**src/rtl/rr_arbiter_ctrl.sv**
```systemverilog
`default_nettype none
// ============================================================================
//  Module      : rr_arbiter_ctrl
//  Description : Round-robin arbiter with registered one-hot grant, per-owner
//                hold limit with pre-emption, and a last-owner pointer that
//                rotates priority across N requesters.
//  Revision    : 1.0 - initial release
// ============================================================================
module rr_arbiter_ctrl #(
  parameter int N        = 4,
  parameter int MAX_HOLD = 8,
  parameter int IDXW     = (N > 1) ? $clog2(N) : 1
) (
  input  logic            clk,
  input  logic            reset,
  input  logic [N-1:0]    req,
  output logic [N-1:0]    gnt,
  output logic            gnt_vld,
  output logic [IDXW-1:0] gnt_idx,
  output logic            preempt
);

  // Hold counter runs 0..MAX_HOLD-1; at least one bit even when MAX_HOLD=1.
  localparam int              HCW       = (MAX_HOLD > 1) ? $clog2(MAX_HOLD) : 1;
  localparam logic [HCW-1:0]  HOLD_LAST = HCW'(MAX_HOLD - 1);
  localparam logic [IDXW-1:0] PTR_RESET = IDXW'(N - 1);

  // Arbiter state: the grant-valid flag is the state itself.
  typedef enum logic [0:0] {
    ST_IDLE  = 1'b0,
    ST_OWNED = 1'b1
  } state_e;

  state_e          state_q,    state_d;
  logic [N-1:0]    gnt_q,      gnt_d;
  logic [IDXW-1:0] gnt_idx_q,  gnt_idx_d;
  logic [IDXW-1:0] ptr_q,      ptr_d;
  logic [HCW-1:0]  hold_cnt_q, hold_cnt_d;
  logic            preempt_q,  preempt_d;

  // Candidates exclude the current owner; in IDLE gnt_q is zero so nothing
  // is masked. ptr_q always equals the current owner while OWNED, so one
  // search starting after ptr_q serves IDLE, release and pre-emption alike.
  logic [N-1:0]    cand;
  logic            req_own;
  logic            others;
  logic            search_hit;
  logic [IDXW-1:0] search_idx;

  assign cand    = req & ~gnt_q;
  assign req_own = |(req & gnt_q);
  assign others  = |cand;

  // Circular priority search over the candidates, starting at ptr_q+1.
  always_comb begin
    search_hit = 1'b0;
    search_idx = '0;
    for (int k = 1; k <= N; k++) begin
      int j;
      j = int'(ptr_q) + k;
      if (j >= N) j = j - N;
      if (!search_hit && cand[j]) begin
        search_hit = 1'b1;
        search_idx = IDXW'(j);
      end
    end
  end

  // Next-state and next-output decision for the grant FSM.
  always_comb begin
    state_d    = state_q;
    gnt_d      = gnt_q;
    gnt_idx_d  = gnt_idx_q;
    ptr_d      = ptr_q;
    hold_cnt_d = hold_cnt_q;
    preempt_d  = 1'b0;

    case (state_q)
      ST_IDLE: begin
        if (search_hit) begin
          state_d            = ST_OWNED;
          gnt_d              = '0;
          gnt_d[search_idx]  = 1'b1;
          gnt_idx_d          = search_idx;
          ptr_d              = search_idx;
          hold_cnt_d         = '0;
        end
      end

      ST_OWNED: begin
        if (req_own && ((hold_cnt_q != HOLD_LAST) || !others)) begin
          // Owner keeps the resource; count saturates at the limit so a
          // lone requester never gets pre-empted by nobody.
          if (hold_cnt_q != HOLD_LAST) begin
            hold_cnt_d = hold_cnt_q + HCW'(1);
          end
        end else if (search_hit) begin
          // Handover: either the owner released, or its hold expired with
          // someone else waiting. Only the latter is flagged as pre-emption.
          gnt_d             = '0;
          gnt_d[search_idx] = 1'b1;
          gnt_idx_d         = search_idx;
          ptr_d             = search_idx;
          hold_cnt_d        = '0;
          preempt_d         = req_own;
        end else begin
          // Owner released and nobody else wants it; index keeps last owner.
          state_d    = ST_IDLE;
          gnt_d      = '0;
          hold_cnt_d = '0;
        end
      end

      default: begin
        state_d = ST_IDLE;
        gnt_d   = '0;
      end
    endcase
  end

  // State registers with synchronous active-high reset.
  always_ff @(posedge clk) begin
    if (reset) begin
      state_q    <= ST_IDLE;
      gnt_q      <= '0;
      gnt_idx_q  <= '0;
      ptr_q      <= PTR_RESET;
      hold_cnt_q <= '0;
      preempt_q  <= 1'b0;
    end else begin
      state_q    <= state_d;
      gnt_q      <= gnt_d;
      gnt_idx_q  <= gnt_idx_d;
      ptr_q      <= ptr_d;
      hold_cnt_q <= hold_cnt_d;
      preempt_q  <= preempt_d;
    end
  end

  assign gnt     = gnt_q;
  assign gnt_vld = (state_q == ST_OWNED);
  assign gnt_idx = gnt_idx_q;
  assign preempt = preempt_q;

endmodule
`default_nettype wire

```
**config.mk**
```make
export PLATFORM = sky130hd
export DESIGN_NAME = rr_arbiter_ctrl
export DESIGN_NICKNAME = d
export VERILOG_FILES = /design/src/rtl/rr_arbiter_ctrl.sv
export SDC_FILE = /design/constraint.sdc
export NUM_CORES = 1
export LEC_CHECK = 0
export BUFFER_PORTS_ARGS = -buffer_cell sky130_fd_sc_hd__buf_2
export CAP_MARGIN = 15
export CORE_ASPECT_RATIO = 0.9
export CORE_MARGIN = 8
export CORE_UTILIZATION = 36
export CTS_BUF_LIST = sky130_fd_sc_hd__clkbuf_8
export CTS_CLUSTER_DIAMETER = 60
export DETAILED_ROUTE_END_ITERATION = 12
export PLACE_DENSITY = 0.68
export SETUP_SLACK_MARGIN = 0.5
export SYNTH_ARGS = -nofsm -noshare
export SYNTH_HDL_FRONTEND = slang
export SYNTH_SLANG_ARGS = --single-unit
```
**constraint.sdc**
```tcl
create_clock -name clk -period 2.4 [get_ports clk]
set_clock_uncertainty 0.1 [all_clocks]
set_input_delay 0.12 -clock clk [delete_from_list [all_inputs] [get_ports clk]]
set_output_delay 0.12 -clock clk [all_outputs]
set_load 0.005 [all_outputs]
```
# [Word-level counts from Yosys, hierarchy flattened]
# Index checks and enable logic that the tools add are counted.
[op_classes] n_addsub=9 n_lt_le_gt_ge=10 n_eq_ne=4 mux=43 bitwise=5 reduce_logical=15
[ops] operator="less-than comparator 32 x 4 -> 1 bit (second input constant)" n=4
[ops] operator="two-way mux 32 bit" n=4
[ops] operator="two-way mux 2 bit" n=8
[ops] operator="two-way mux 1 bit" n=15
[ops] operator="two-way mux 4 bit" n=3
[ops] operator="OR reduction 4 bit" n=3
[ops] operator="subtractor 3 x 3 -> 4 bit (second input constant)" n=3
[ops] operator=">= comparator 3 bit (second input constant)" n=3
[ops] operator="two-way mux 3 bit" n=3
[ops] operator="AND 4 bit" n=2
[ops] operator="binary-select mux 1 bit (select 2 bit)" n=4
[ops] operator="case mux 2 bit (2 select lines)" n=2
[ops] operator="case mux 4 bit (2 select lines)" n=1
[ops] operator="adder 2 x 2 -> 3 bit (second input constant)" n=2
[ops] operator="!= test 3 bit (second input constant)" n=2
[ops] operator="case mux 3 bit (2 select lines)" n=1
[ops] operator="logical AND 1 bit" n=5
[ops] operator="subtractor 4 x 3 -> 5 bit (second input constant)" n=1
[ops] operator="adder 2 x 3 -> 4 bit (second input constant)" n=1
[ops] operator=">= comparator 4 x 3 -> 1 bit (second input constant)" n=1
[ops] operator="logical NOT 1 bit" n=4
[ops] operator="!= test 2 bit (second input constant)" n=2
[ops] operator="NOT 4 bit" n=1
[ops] operator="AND reduction 2 bit" n=2
[ops] operator="8 further kinds" n=9
[totals] regBits=13 inputBits=6 word_cells=92

# [Depth between registers and ports, before layout]
[logic_depth] word_depth=23 ltp_mapped=7 depth_no_buf=7

# [Worst setup path before layout]
# OpenSTA, ideal clock, no wires.
[synth_timing] path_type="reg-to-reg" from="register hold_cnt_q[0]" to="register gnt_q[0] (netlist: gnt[0])" arrival_time_ns=1.448 slack_ns=0.735 path_stages_with_launch=7 synth_period_minus_slack_ns=1.665 path_cell_list="dfxtp_1 > ha_1 > ha_1 > nand2b_2 > a21oi_1 > o21ba_2 > a22o_1"
[synth_between] elab_chain_cells=5
[synth_rtl] item="start: declaration" line="38" rtl="logic [HCW-1:0] hold_cnt_q, hold_cnt_d;"
[synth_rtl] item="start signal: assignment" line="135" rtl="hold_cnt_q <= hold_cnt_d;"
[synth_rtl] item="!= test 3 bit" line="91" rtl="if (req_own && ((hold_cnt_q != HOLD_LAST) || !others)) begin"
[synth_rtl] item="logical OR 1 bit" line="91"
[synth_rtl] item="logical AND 1 bit" line="91"
[synth_rtl] item="!= test 2 bit (no line)"
[synth_rtl] item="AND reduction 2 bit (no line)"
[synth_rtl] item="end signal: assignment" line="132" rtl="gnt_q <= gnt_d;"
[synth_rtl] item="end: declaration" line="35" rtl="logic [N-1:0] gnt_q, gnt_d;"
# Every way passes these cells.
# A chain may end at the register's enable or synchronous reset.

# [Worst setup path after layout]
# Same ends and word-level chain as after synthesis.

==> impl_metrics.yaml <==
clock_network:
  cts.clk_slew.worst_paths_ns: 0.06
  clockBufferDepth: 2
  htreeDepth: 1
  cts_root_buf: "clkbuf_8"
  cts_sinks: 13
  post_cts_buffers: 0
  numCtsBuffers: 3
  clk_latency_ns: 0.24
  ctsHoldBuffers: 0
  ctsResizeCount: 0
  cts_tree: "built"
placement:
  pre_cts_ws_ns: 0.653
  io_buffers: 13
  place_inst: 103
  dpl_cell_area_um2: 812
  place_congestion: 0.838
  dpl.hpwl_um: 1140
timing:
  worst_pin_slew_ns: 0.346
  setup_slack_ns: 0.646
  hold_viol_final: 0
  min_period_ns: 1.75
  slew_headroom_pct: 76.7
  finalCritPeriodShare_pct: 73.1
  final-setup-viol-count: 0
  timing.setup.tns_ns: 0
  max_freq_mhz: 570
  rsz0062_at_grt: "false"
  slew_viol_final: 0
global_routing:
  grt_usage_pct: 8.76
  overflow: 0
  grt_max_degree: 12
  antenna_found_initial: 0
  grt_pass1_wl_um: 2560
  grt_pass1_vias: 564
routing:
  viasPerCell: 5.27
  wl_per_cell_um: 13.8
  drtIter0Drc: 20
  vias: 564
  ant_nets: 0
  wl_um: 1470
  drt_first_pass_iters: 4
  drcViolationCount: 0
power_and_ir_drop:
  p_total_uw: 1010
  netSwitchingPower_uw: 382
  p_leak_uw: 0.000364
  cellInternalPower_uw: 632
  pwr-share-clk_pct: 19.0
  p_sw_share_pct: 37.7
  power_density_nw_per_um2: 1180
  p_comb_share_pct: 45.6
  ir_worst_vdd_mv: 0.552
  seq_power_share_pct: 35.4
hold_path:
  hold_class: "in -> reg"
worst_setup_path:
  worst_ep_arrival_time_ns: 1.79
  worstPathRequired_ns: 2.44
  critical_path.endpoint_type: "flip-flop"
  cp-start-kind: "flip-flop"
  crit_fanout: 4
  worstSetupPathType: "reg -> reg"
yosys:
  syn_nets: 74
  synth_seq_area_share_pct: 36.1
  yosys_most_used_dff: "dfxtp_1"
  ys_ff_latch: 13
  netlist-cell-type-count: 33
  synthCells: 66
  synth-edff-count: 0
  synth_area_per_cell_um2: 10.9
  yosys_warnings: 0
  synth_area_um2: 721
  synthArstFlopShare_pct: 0
floorplanning:
  die_w_um: 63.2
  core_area_um2: 1900
  boundaryPins: 14
  die_h_um: 58.4
  start_util_pct: 38.0
  die_area_um2: 3690
  row_count: 15
layout:
  fillers: 185
  drive_gt1_share_pct: 43.9
  final_area_um2: 857
  fin_cells: 107
  diodes: 0
  area_growth_pct: 18.9
  nets: 91
run_status:
  status: "finished, final reports clean"
run:
  cap_violations: 0
final timing paths:
path | depth (start not counted) | to | slack (ns) | start
min reg2reg | 2 | gnt_idx[1] | 0.37 | gnt_idx[1]
max reg2reg | 6 | gnt[0] | 0.65 | hold_cnt_q[0]
min | 2 | gnt_vld | 0.13 | reset
max | 6 | gnt[0] | 0.65 | hold_cnt_q[0]
metal layers:
metal | global-route usage, % | vias to the layer above | routed length, um
li1 | - | 284 | -
met1 | 9.74 | 267 | 681
met2 | 14.3 | 9 | 697
met3 | 2.08 | 4 | 47
met4 | 6.82 | 0 | 46
met5 | 0 | - | 0
logic make-up (layout without fill, tap and decap cells):
kind of cell	after synthesis	after routing	share of synthesized area, %
adders and majority gates	2	2	3.47
buffers and inverters	1	17	0.694
AOI/OAI and AO/OA	22	22	30.4
muxes	1	1	1.56
DFF	13	13	36.1
and+or+nand+nor	27	27	27.8
critical path, cell delays in order, from the launching register on:
cell and delay [ns]:
dfxtp_1 0.32, ha_1 0.20, ha_1 0.20, nand2b_2 0.22, a21oi_1 0.20, o21ba_2 0.22
a22o_1 0.19
state kept, by name, indices dropped and copies added, names as in the netlist:
| signal | flops |
|---|---|
| gnt_vld | 1 |
| hold_cnt_q | 3 |
| gnt_idx | 2 |
| preempt | 1 |
| ptr_q | 2 |
| gnt | 4 |
power by group through the flow:
stage	sequential (uW)	clock (uW)	combinational, uW
after CTS	359	197	466
after detailed placement	364	0	463
final	359	192	462
after floorplan	356	0	353
after global routing	371	211	506
after global placement	362	0	462
synthesized netlist by cell type, drive strengths merged (2+ instances only):
| cell type | n | area (um^2) |
|---|---|---|
| a22o | 4 | 35.0 |
| nand2 | 6 | 25.0 |
| nor3 | 3 | 20.0 |
| nand2b | 4 | 42.6 |
| nor2b | 4 | 37.5 |
| ha | 2 | 25.0 |
| a32o | 2 | 22.5 |
| a22oi | 2 | 15.0 |
| a21oi | 4 | 23.8 |
| nor2 | 6 | 22.5 |
| dfxtp | 13 | 260 |
| o22ai | 2 | 12.5 |
final cells by class:
type	count	area [um^2]	area share, %
Clock inverter	1	3.75	0.438
Sequential cell	13	260	30.4
Clock buffer	3	41.3	4.82
Multi-Input combinational cell	52	455	53.1
Tap cell	25	31.3	3.65
Timing Repair Buffer	13	65.1	7.59
cell usage in the layout (no fill, tap or decap), drive strengths merged:
| master | synthesis | routed |
|---|---|---|
| a22o | 4 | 4 |
| dfxtp | 13 | 13 |
| mux2 | 1 | 1 |
| buf | 1 | 13 |
| o21ba | 1 | 1 |
| inv | 0 | 1 |
| nor3 | 3 | 3 |
| nor4b | 1 | 1 |
| o22ai | 2 | 2 |
| a31oi | 1 | 1 |
| a22oi | 2 | 2 |
| a32o | 2 | 2 |
| nor2b | 4 | 4 |
| nor3b | 1 | 1 |
| o21bai | 1 | 1 |
| and2 | 1 | 1 |
| nand2 | 6 | 6 |
| o221ai | 1 | 1 |
| a221oi | 1 | 1 |
| nor2 | 6 | 6 |
| o21ai | 1 | 1 |
| nand4bb | 1 | 1 |
| nand2b | 4 | 4 |
| a211oi | 1 | 1 |
| o311a | 1 | 1 |
| clkbuf | 0 | 3 |
| ha | 2 | 2 |
| a21oi | 4 | 4 |
per-stage QoR:
stage | util (%) | hold WS [ns]
after floorplan | - | 0.250
after global routing | 45.2 | 0.141
after CTS | 45.2 | 0.126
after detailed placement | 42.8 | 0.366
final | 45.2 | 0.127
after global placement | 42.8 | 0.361
No activity file was read; power rests on OpenSTA's default activity.
